`src/rtl/axi4_rr_arbiter.sv`:
```
// Round-robin arbiter granting whole AXI4 transactions on a shared slave port.
// Optional watchdog release is built when AXI4_ARB_TIMEOUT_EN is defined.
module axi4_rr_arbiter #(
  parameter int NUM_MASTERS    = 4,
  parameter int IDX_W          = $clog2(NUM_MASTERS),
  parameter int TIMEOUT_CYCLES = 256
) (
  input  logic                   clk,
  input  logic                   reset,
  input  logic [NUM_MASTERS-1:0] req,
  input  logic [NUM_MASTERS-1:0] req_is_write,
  output logic [NUM_MASTERS-1:0] gnt,
  output logic [IDX_W-1:0]       gnt_idx,
  output logic                   gnt_valid,
  input  logic                   s_awvalid,
  input  logic                   s_awready,
  input  logic                   s_wvalid,
  input  logic                   s_wready,
  input  logic                   s_wlast,
  input  logic                   s_bvalid,
  input  logic                   s_bready,
  input  logic                   s_arvalid,
  input  logic                   s_arready,
  input  logic                   s_rvalid,
  input  logic                   s_rready,
  input  logic                   s_rlast,
  output logic                   timeout_err
);

  if (NUM_MASTERS < 2 || NUM_MASTERS > 16 || TIMEOUT_CYCLES < 2) begin : g_cfg_check
    $error("axi4_rr_arbiter: unsupported NUM_MASTERS or TIMEOUT_CYCLES");
  end

  typedef enum logic [1:0] {IDLE, WR_ADDR_DATA, WR_RESP, RD_DATA} state_t;

  localparam logic [NUM_MASTERS-1:0] ONE = NUM_MASTERS'(1);

  state_t                 state_q, state_d;
  logic [NUM_MASTERS-1:0] gnt_q, gnt_d;
  logic [IDX_W-1:0]       gnt_idx_q, gnt_idx_d;
  logic [IDX_W-1:0]       last_idx_q, last_idx_d;
  logic                   aw_done_q, aw_done_d;
  logic                   w_done_q, w_done_d;
  logic                   ar_done_q, ar_done_d;
  logic                   found;
  logic [IDX_W-1:0]       winner;
  logic                   aw_hs, w_hs, b_hs, ar_hs, rlast_hs;

  // Descending scan so the candidate closest to last_idx+1 is written last and wins.
  function automatic logic [IDX_W:0] pick_next(input logic [NUM_MASTERS-1:0] r,
                                               input logic [IDX_W-1:0]       last);
    logic [IDX_W-1:0]       cand;
    logic [NUM_MASTERS-1:0] sh;
    logic [IDX_W:0]         res;
    res = '0;
    for (int i = NUM_MASTERS; i >= 1; i--) begin
      cand = IDX_W'((int'(last) + i) % NUM_MASTERS);
      sh   = r >> cand;
      if (sh[0]) res = {1'b1, cand};
    end
    return res;
  endfunction

  assign aw_hs    = s_awvalid & s_awready;
  assign w_hs     = s_wvalid & s_wready & s_wlast;
  assign b_hs     = s_bvalid & s_bready;
  assign ar_hs    = s_arvalid & s_arready;
  assign rlast_hs = s_rvalid & s_rready & s_rlast;

  assign {found, winner} = pick_next(req, last_idx_q);

`ifdef AXI4_ARB_TIMEOUT_EN
  localparam int CNT_W = $clog2(TIMEOUT_CYCLES);
  logic [CNT_W-1:0] cnt_q, cnt_d;
  logic             tmo_q, tmo_d;
  logic             phase_hit;

  // Any handshake that advances the current phase counts as progress.
  assign phase_hit = ((state_q == WR_ADDR_DATA) && (aw_hs || w_hs)) ||
                     ((state_q == WR_RESP) && b_hs) ||
                     ((state_q == RD_DATA) && (ar_hs || (rlast_hs && ar_done_q)));
`endif

  always_comb begin
    state_d    = state_q;
    gnt_d      = gnt_q;
    gnt_idx_d  = gnt_idx_q;
    last_idx_d = last_idx_q;
    aw_done_d  = aw_done_q;
    w_done_d   = w_done_q;
    ar_done_d  = ar_done_q;
    case (state_q)
      IDLE: begin
        gnt_d     = '0;
        aw_done_d = 1'b0;
        w_done_d  = 1'b0;
        ar_done_d = 1'b0;
        if (found) begin
          gnt_d      = ONE << winner;
          gnt_idx_d  = winner;
          last_idx_d = winner;
          state_d    = req_is_write[winner] ? WR_ADDR_DATA : RD_DATA;
        end
      end
      WR_ADDR_DATA: begin
        aw_done_d = aw_done_q | aw_hs;
        w_done_d  = w_done_q | w_hs;
        if (aw_done_d && w_done_d) state_d = WR_RESP;
      end
      WR_RESP: begin
        if (b_hs) begin
          state_d = IDLE;
          gnt_d   = '0;
        end
      end
      RD_DATA: begin
        ar_done_d = ar_done_q | ar_hs;
        // R data cannot legally precede the AR handshake, so such a last beat is dropped.
        if (rlast_hs && ar_done_q) begin
          state_d = IDLE;
          gnt_d   = '0;
        end
      end
      default: begin
        state_d = IDLE;
        gnt_d   = '0;
      end
    endcase
`ifdef AXI4_ARB_TIMEOUT_EN
    tmo_d = 1'b0;
    cnt_d = cnt_q + 1'b1;
    if (state_q == IDLE || phase_hit) begin
      cnt_d = '0;
    end else if (cnt_q == CNT_W'(TIMEOUT_CYCLES - 1)) begin
      state_d = IDLE;
      gnt_d   = '0;
      tmo_d   = 1'b1;
      cnt_d   = '0;
    end
`endif
  end

  always_ff @(posedge clk or negedge reset) begin
    if (!reset) begin
      state_q    <= IDLE;
      gnt_q      <= '0;
      gnt_idx_q  <= '0;
      last_idx_q <= IDX_W'(NUM_MASTERS - 1);
      aw_done_q  <= 1'b0;
      w_done_q   <= 1'b0;
      ar_done_q  <= 1'b0;
    end else begin
      state_q    <= state_d;
      gnt_q      <= gnt_d;
      gnt_idx_q  <= gnt_idx_d;
      last_idx_q <= last_idx_d;
      aw_done_q  <= aw_done_d;
      w_done_q   <= w_done_d;
      ar_done_q  <= ar_done_d;
    end
  end

`ifdef AXI4_ARB_TIMEOUT_EN
  always_ff @(posedge clk or negedge reset) begin
    if (!reset) begin
      cnt_q <= '0;
      tmo_q <= 1'b0;
    end else begin
      cnt_q <= cnt_d;
      tmo_q <= tmo_d;
    end
  end

  assign timeout_err = tmo_q;
`else
  assign timeout_err = 1'b0;
`endif

  assign gnt       = gnt_q;
  assign gnt_idx   = gnt_idx_q;
  assign gnt_valid = |gnt_q;

endmodule

```
`config.mk`:
```
export PLATFORM = sky130hd
export DESIGN_NAME = axi4_rr_arbiter
export DESIGN_NICKNAME = d
export VERILOG_FILES = /design/src/rtl/axi4_rr_arbiter.sv
export SDC_FILE = /design/constraint.sdc
export NUM_CORES = 1
export LEC_CHECK = 0
export BUFFER_PORTS_ARGS = -buffer_cell sky130_fd_sc_hd__buf_2
export CAP_MARGIN = 20
export CORE_ASPECT_RATIO = 0.75
export CORE_MARGIN = 4
export CORE_UTILIZATION = 38
export CTS_CLUSTER_DIAMETER = 120
export CTS_CLUSTER_SIZE = 10
export DETAILED_ROUTE_END_ITERATION = 10
export GPL_ROUTABILITY_DRIVEN = 1
export PLACE_DENSITY = 0.76
export SLEW_MARGIN = 25
export SYNTH_ARGS = -nofsm -noshare
export SYNTH_HDL_FRONTEND = slang
export SYNTH_SLANG_ARGS = --single-unit
export TNS_END_PERCENT = 1
```
`constraint.sdc`:
```
create_clock -name clk -period 1.42 [get_ports clk]
set_input_delay 0.213 -clock clk [delete_from_list [all_inputs] [get_ports clk]]
set_output_delay 0.213 -clock clk [all_outputs]
set_load 0.05 [all_outputs]
```
* Word-level counts from Yosys, hierarchy flattened
Index checks and enable logic that the tools add are counted.
Storage, ports and cells: register bits after elaboration 13, latch bits 0, RAM bits 0, memory bits (read-only) 0, memories kept 0
Cells by class: add/sub/neg operators 4, multipliers 0, div/mod/pow operators 0, magnitude comparators 1, equality and inequality tests 7, shifts and indexed selects 5, muxes and demuxes 19, bitwise operators 10, reduce and logical (&&, ||, !) cells 10
Operators with widths (number):
- 4-bit by 2-bit right shift with 1-bit output | 4
- 3-bit two-way mux | 4
- 4-bit two-way mux | 3
- 4-bit one-hot mux with 3 select lines | 1
- 2-bit two-way mux | 5
- 2-bit != test (second input constant) | 4
- 2-bit one-hot mux with 4 select lines | 1
- 1-bit bitwise AND | 7
- 1-bit one-hot mux with 2 select lines | 3
- 2-bit by 1-bit adder with 2-bit output (second input constant) | 2
- 2-bit adder (second input constant) | 2
- 2-bit == test (second input constant) | 2
- 4-bit AND reduction | 1
- 2-bit nonzero test | 2
- 4-bit OR reduction | 1
- 1-bit by 2-bit left shift with 4-bit output (first input constant) | 1
- 2-bit by 3-bit < comparator with 1-bit output (second input constant) | 1
- 1-bit OR | 3
- 3-bit AND reduction | 1
- 3-bit nonzero test | 1
- 1-bit binary-select mux with 2-bit select | 1
- 2-bit by 1-bit == test with 1-bit output (second input constant) | 1
- 1-bit logical AND | 2
- 2-bit logical NOT | 1
- other kinds (2) | 2

* Logic depth before layout (Yosys ltp)
depth after elaboration 11, depth in mapped cells 8, gate-level depth less buffers 7

* Least setup slack after synthesis
No wires, ideal clock.
kind flip-flop to output port, from reg gnt_q[1], in the netlist gnt[1], to out gnt_valid, arrival 1386 ps, required time 1207 ps, setup slack -179 ps, cell stages (with the launch flop) 2, path through dfrtp_1 > or4_1
On the way: longest elaborated chain between the ends 1
Ends and longest elaborated chain:
- from (decl) | RTL line 39 | logic [NUM_MASTERS-1:0] gnt_q, gnt_d;
- from (signal assigned) | RTL line 154 | gnt_q <= gnt_d;
- 4-bit OR reduction | RTL line 181 | assign gnt_valid = |gnt_q;
- to (decl) | RTL line 14 | output logic gnt_valid,
No other way between the ends.

* Worst setup path after layout
from reg last_idx_q[1], to reg state_q[1]
On the way: longest elaborated chain between the ends 11, elaborated cells on any way between the ends 19, those cells by class add/sub: 4; eq/ne: 1; shift: 4; mux: 9; reduce/logical: 1
Ends and longest elaborated chain:
- from (decl) | RTL line 41 | logic [IDX_W-1:0] last_idx_q, last_idx_d;
- from (signal assigned) | RTL line 148 | last_idx_q <= IDX_W'(NUM_MASTERS - 1);
- from (signal assigned) | RTL line 156 | last_idx_q <= last_idx_d;
- 2-bit by 1-bit adder with 2-bit output | RTL line 57 | cand = IDX_W'((int'(last) + i) % NUM_MASTERS);
- 4-bit by 2-bit right shift with 1-bit output | RTL line 58 | sh = r >> cand;
- 3-bit two-way mux (3 in a row) | RTL line 59 | if (sh[0]) res = {1'b1, cand};
- 3-bit two-way mux (*) | RTL line 59
- 1-bit binary-select mux with 2-bit select | RTL line 102 | state_d = req_is_write[winner] ? WR_ADDR_DATA : RD_DATA;
- 1-bit two-way mux (not written as such) | RTL line 102
- 2-bit two-way mux | RTL line 102
- 2-bit two-way mux | RTL line 98 | if (found) begin
- 2-bit one-hot mux with 4 select lines | RTL line 92 | case (state_q)
- to (signal assigned) | RTL line 153 | state_q <= state_d;
- to (decl) | RTL line 38 | state_t state_q, state_d;
Every way passes the cells marked *; elsewhere a longest branch is shown, timed or not. The select of a mux whose other input is x is not followed. A chain may end at the register's enable or synchronous reset.

==> results by stage <==
Status:
- The flow ran to the end, but the final reports show violations.
- The final reports fail on negative setup slack.

STA:
- After layout, the worst setup slack is -184.8 ps.
- The setup skew after layout is 2.798 ps.
- The worst hold slack is 224.1 ps.
- The routed design could run at a clock period as short as 1605 ps.
- Derived from the worst setup path, the maximum achievable clock frequency is 0.6231 GHz.
- The count of endpoints failing hold in the final timing report was 0.
- Setup repair after global routing could not meet its margin everywhere.
- The total count of max-transition violations in the final report is 0.
- Of the available clock period, the critical path in the final layout requires 113.0%.
- Setup violations remaining at the end of the flow were counted as 6.

Cells and area:
- The final layout contains 153 nets.
- The fraction of layout instances using a drive strength above 1 is 40.48%.
- The layout overhead on the synthesized area is 33.59%.
- The number of antenna diodes is 0.

Yosys:
- The flip-flop and latch count after synthesis is 13.
- The sequential cell area fraction in the yosys report is 40.37%.
- The average instance in the mapped netlist occupies 9.124 um2.
- The Yosys step of the flow raised 0 warnings.
- The cell area after synthesis is 812.0 um2.
- The count of distinct cell types in the synthesized netlist is 30.
- Counting flops with a built-in enable in the synthesized netlist gives 0.
- The largest total area in the synthesized netlist belongs to sky130_fd_sc_hd__dfrtp_1.
- The area share of the largest cell type after synthesis is 33.90%.
- The predominant post-synthesis flop cell is sky130_fd_sc_hd__dfrtp_1.
- The commonest cells after synthesis are 14 x sky130_fd_sc_hd__nand2_1, 11 x sky130_fd_sc_hd__dfrtp_1, 7 x sky130_fd_sc_hd__nor2_1.
- The gate count of the mapped netlist is 89.
- Sorting the synthesized cells by area gives the leading types as sky130_fd_sc_hd__dfrtp_1 34%, sky130_fd_sc_hd__dfstp_2 6.5%, sky130_fd_sc_hd__nand2_1 6.5%.
- The proportion of synthesized flip-flops having asynchronous set or reset is 100.0%.
- The net count after synthesis is 115.
- In the post-synthesis netlist, the cell with the most instances is sky130_fd_sc_hd__nand2_1.

Setup path:
- The start of the worst register-to-register path is last_idx_q[1].
- The setup check on the worst reg-to-reg path leaves a slack of -180 ps.
- In this run the critical register-to-register path is captured at state_q[1].
- The worst endpoint required time is 1590 ps.
- The critical path is of the flip-flop to flip-flop type.
- The maximum fanout encountered on the critical timing path is 4.
- The worst setup path is captured at a flip-flop.
- STA classifies the critical path startpoint as a flip-flop.
- The arrival time at the worst endpoint is 1780 ps.
- For the worst flop-to-flop path, the logic depth is 5.

Global routing:
- The total global routing track utilization is 15.11%.
- Entering global routing, the biggest net connects 14 pins.
- The via count of the first global-routing pass is 761.
- The first global-routing pass estimated 3.153 mm of wire.
- The number of antenna violations at the first check in global routing was 0.
- The total congestion overflow is 0.

Clock tree:
- CTS built an H-tree with a depth of 1.
- Clock-pin slew was measured on the worst setup and hold paths at 80 ps.
- The root buffer selected by CTS is sky130_fd_sc_hd__clkbuf_4.
- The number of clock buffers added by TritonCTS is 3.
- The buffer depth of the longest clock path is 2.
- The number of clock sinks is 13.
- The source-to-sink clock delay at the later pin of the worst-skew pair is 270 ps.
- TritonCTS built the clock tree.

Route:
- The detail route stage leaves a number of antenna-violating nets equal to 0.
- Wires add up to 2.059 mm.
- The routed via count divided by cell count is 5.240.
- The first detailed-routing pass took 4 iterations.
- The post-route DRC violation count is 0.
- The total number of vias is 786.
- In this run, the number of DRC markers left after iteration 0 of detailed routing was 11.
- The wire length per cell after detailed routing is 13.73 um.

Place:
- The number of buffers inserted by port buffering is 28.
- The routability-driven placement congestion ratio is 0.7390.
- The HPWL after detailed placement is 1.640 mm.
- Before CTS, the worst setup slack after placement is -182.0 ps.

Floorplanning:
- Once the floorplan was initialized, standard cells occupied 40.31% of the core.
- The overall die area is 2948 um2.
- The I/O pin count is 30.
- The die is 61.38 um wide.
- The height of the die is 48.04 um.
- In this run the standard cell core region covers 2014 um2.
- After floorplanning, the core was divided into 14 placement rows.

Power:
- The total leakage power is 0.5366 nW.
- The worst voltage drop across the vdd grid is 1.770 mV.
- The power per cell area is 2256 nW/um2.

Worst hold path:
- The startpoint of the worst hold path is s_wready.
- For hold timing, the worst endpoint is w_done_q.
- Counting instances, the worst hold path has a depth of 3.
- The worst hold path belongs to the class input port to flip-flop.

Flow run:
- The total of max-cap violations is 0.
[area by class of cell]
type,count,area [um2]
Multi-Input combinational cell,69,480.5
Fill cell,179,929.6
Timing Repair Buffer,35,201.4
Clock buffer,4,26.28
Tap cell,24,30.03
Sequential cell,13,327.8
Inverter,5,18.77
[cells in the final DEF (no fill, tap or decap), drive strengths merged, types with 2 or more instances in the layout]
cell and n:
inv 5, o21ai 6, clkbuf 4, dfstp 2
dfrtp 11, nand2 14, o211ai 2, a22o 2
buf 34, nand2b 5, a21boi 2, nor2b 2
nor2 7, nor4 2, a21oi 6, o22a 3
ha 4, nand3b 2, mux2i 3
[metal layers]
layer	share of wire, %	wire length [um]	global-route usage [%]	vias up
met4	0.83	17	5.085	0
met2	49	1006	25.11	22
li1	-	-	-	387
met1	43	886	18.15	375
met3	7.2	149	5.930	2
met5	0	0	0	-
[cells by family (layout without fill, tap and decap cells)]
logic type      count (synthesis)  after routing  share of synthesized area, %
simple gates                   35             35                         21.57
compound gates                 26             26                         24.04
flops                          13             13                         40.37
buf+inv                         7             44                         3.698
fa+ha+maj                       4              4                         6.164
mux                             3              3                         3.698
other cells                     1              1                        0.4618
[sequential cells by signal (all words and copies together), names as in the netlist]
register and count:
w_done_q 1, ar_done_q 1, aw_done_q 1, state_q 2, gnt_idx 2, gnt 4, last_idx_q 2
[critical path: stages, from the launching register on]
cell and delay, ps:
sky130_fd_sc_hd__dfstp_2 570, sky130_fd_sc_hd__mux2i_1 210, sky130_fd_sc_hd__o22a_1 180, sky130_fd_sc_hd__o21a_4 160, sky130_fd_sc_hd__mux2i_2 80, sky130_fd_sc_hd__o41ai_2 310
[where the power goes]
group	internal, W	switching, W	total [W]
Combinational	0.000625	0.000926	0.00155
Clock	0.000109	0.000118	0.000227
Sequential	0.000546	0.000123	0.000669
Total	0.00128	0.00117	0.00245
[timing repair]
action                                  CTS  global route
gates resized for setup                   7             2
setup buffers                             0             0
endpoints found under the setup margin    9            10
pin swaps                                 0             1
endpoints found under the hold margin    11             0
hold buffers                              1             0
[how the worst max path moves through the flow]
stage | start | endpoint | slack [ps] | cells past startpoint
2_1_floorplan | last_idx_q[1] | state_q[1] | -60 | 5
3_3_place_gp | last_idx_q[1] | state_q[1] | -60 | 5
3_5_place_dp | last_idx_q[1] | state_q[1] | -180 | 5
4_1_cts | last_idx_q[1] | state_q[1] | -190 | 5
5_1_grt | last_idx_q[1] | state_q[1] | -280 | 5
6_report | last_idx_q[1] | state_q[1] | -180 | 5
[stage by stage]
| stage | util [%] | cells | setup TNS, ps | total power (W) | cell area (um2) |
|---|---|---|---|---|---|
| 4_1_cts | 53.60 | 150 | -581.2 | 0.002452 | 1080 |
| 3_5_place_dp | 50.62 | 145 | -419.2 | 0.002137 | 1020 |
| 2_1_floorplan | - | 89 | -109.0 | 0.001726 | 817.0 |
| 3_3_place_gp | 50.62 | 145 | -130.7 | 0.002067 | 1020 |
| 6_report | 53.85 | 150 | -586.8 | 0.002447 | 1085 |
| 5_1_grt | 53.85 | 150 | -1314 | 0.002638 | 1085 |
(Power assumes the default switching activity.)
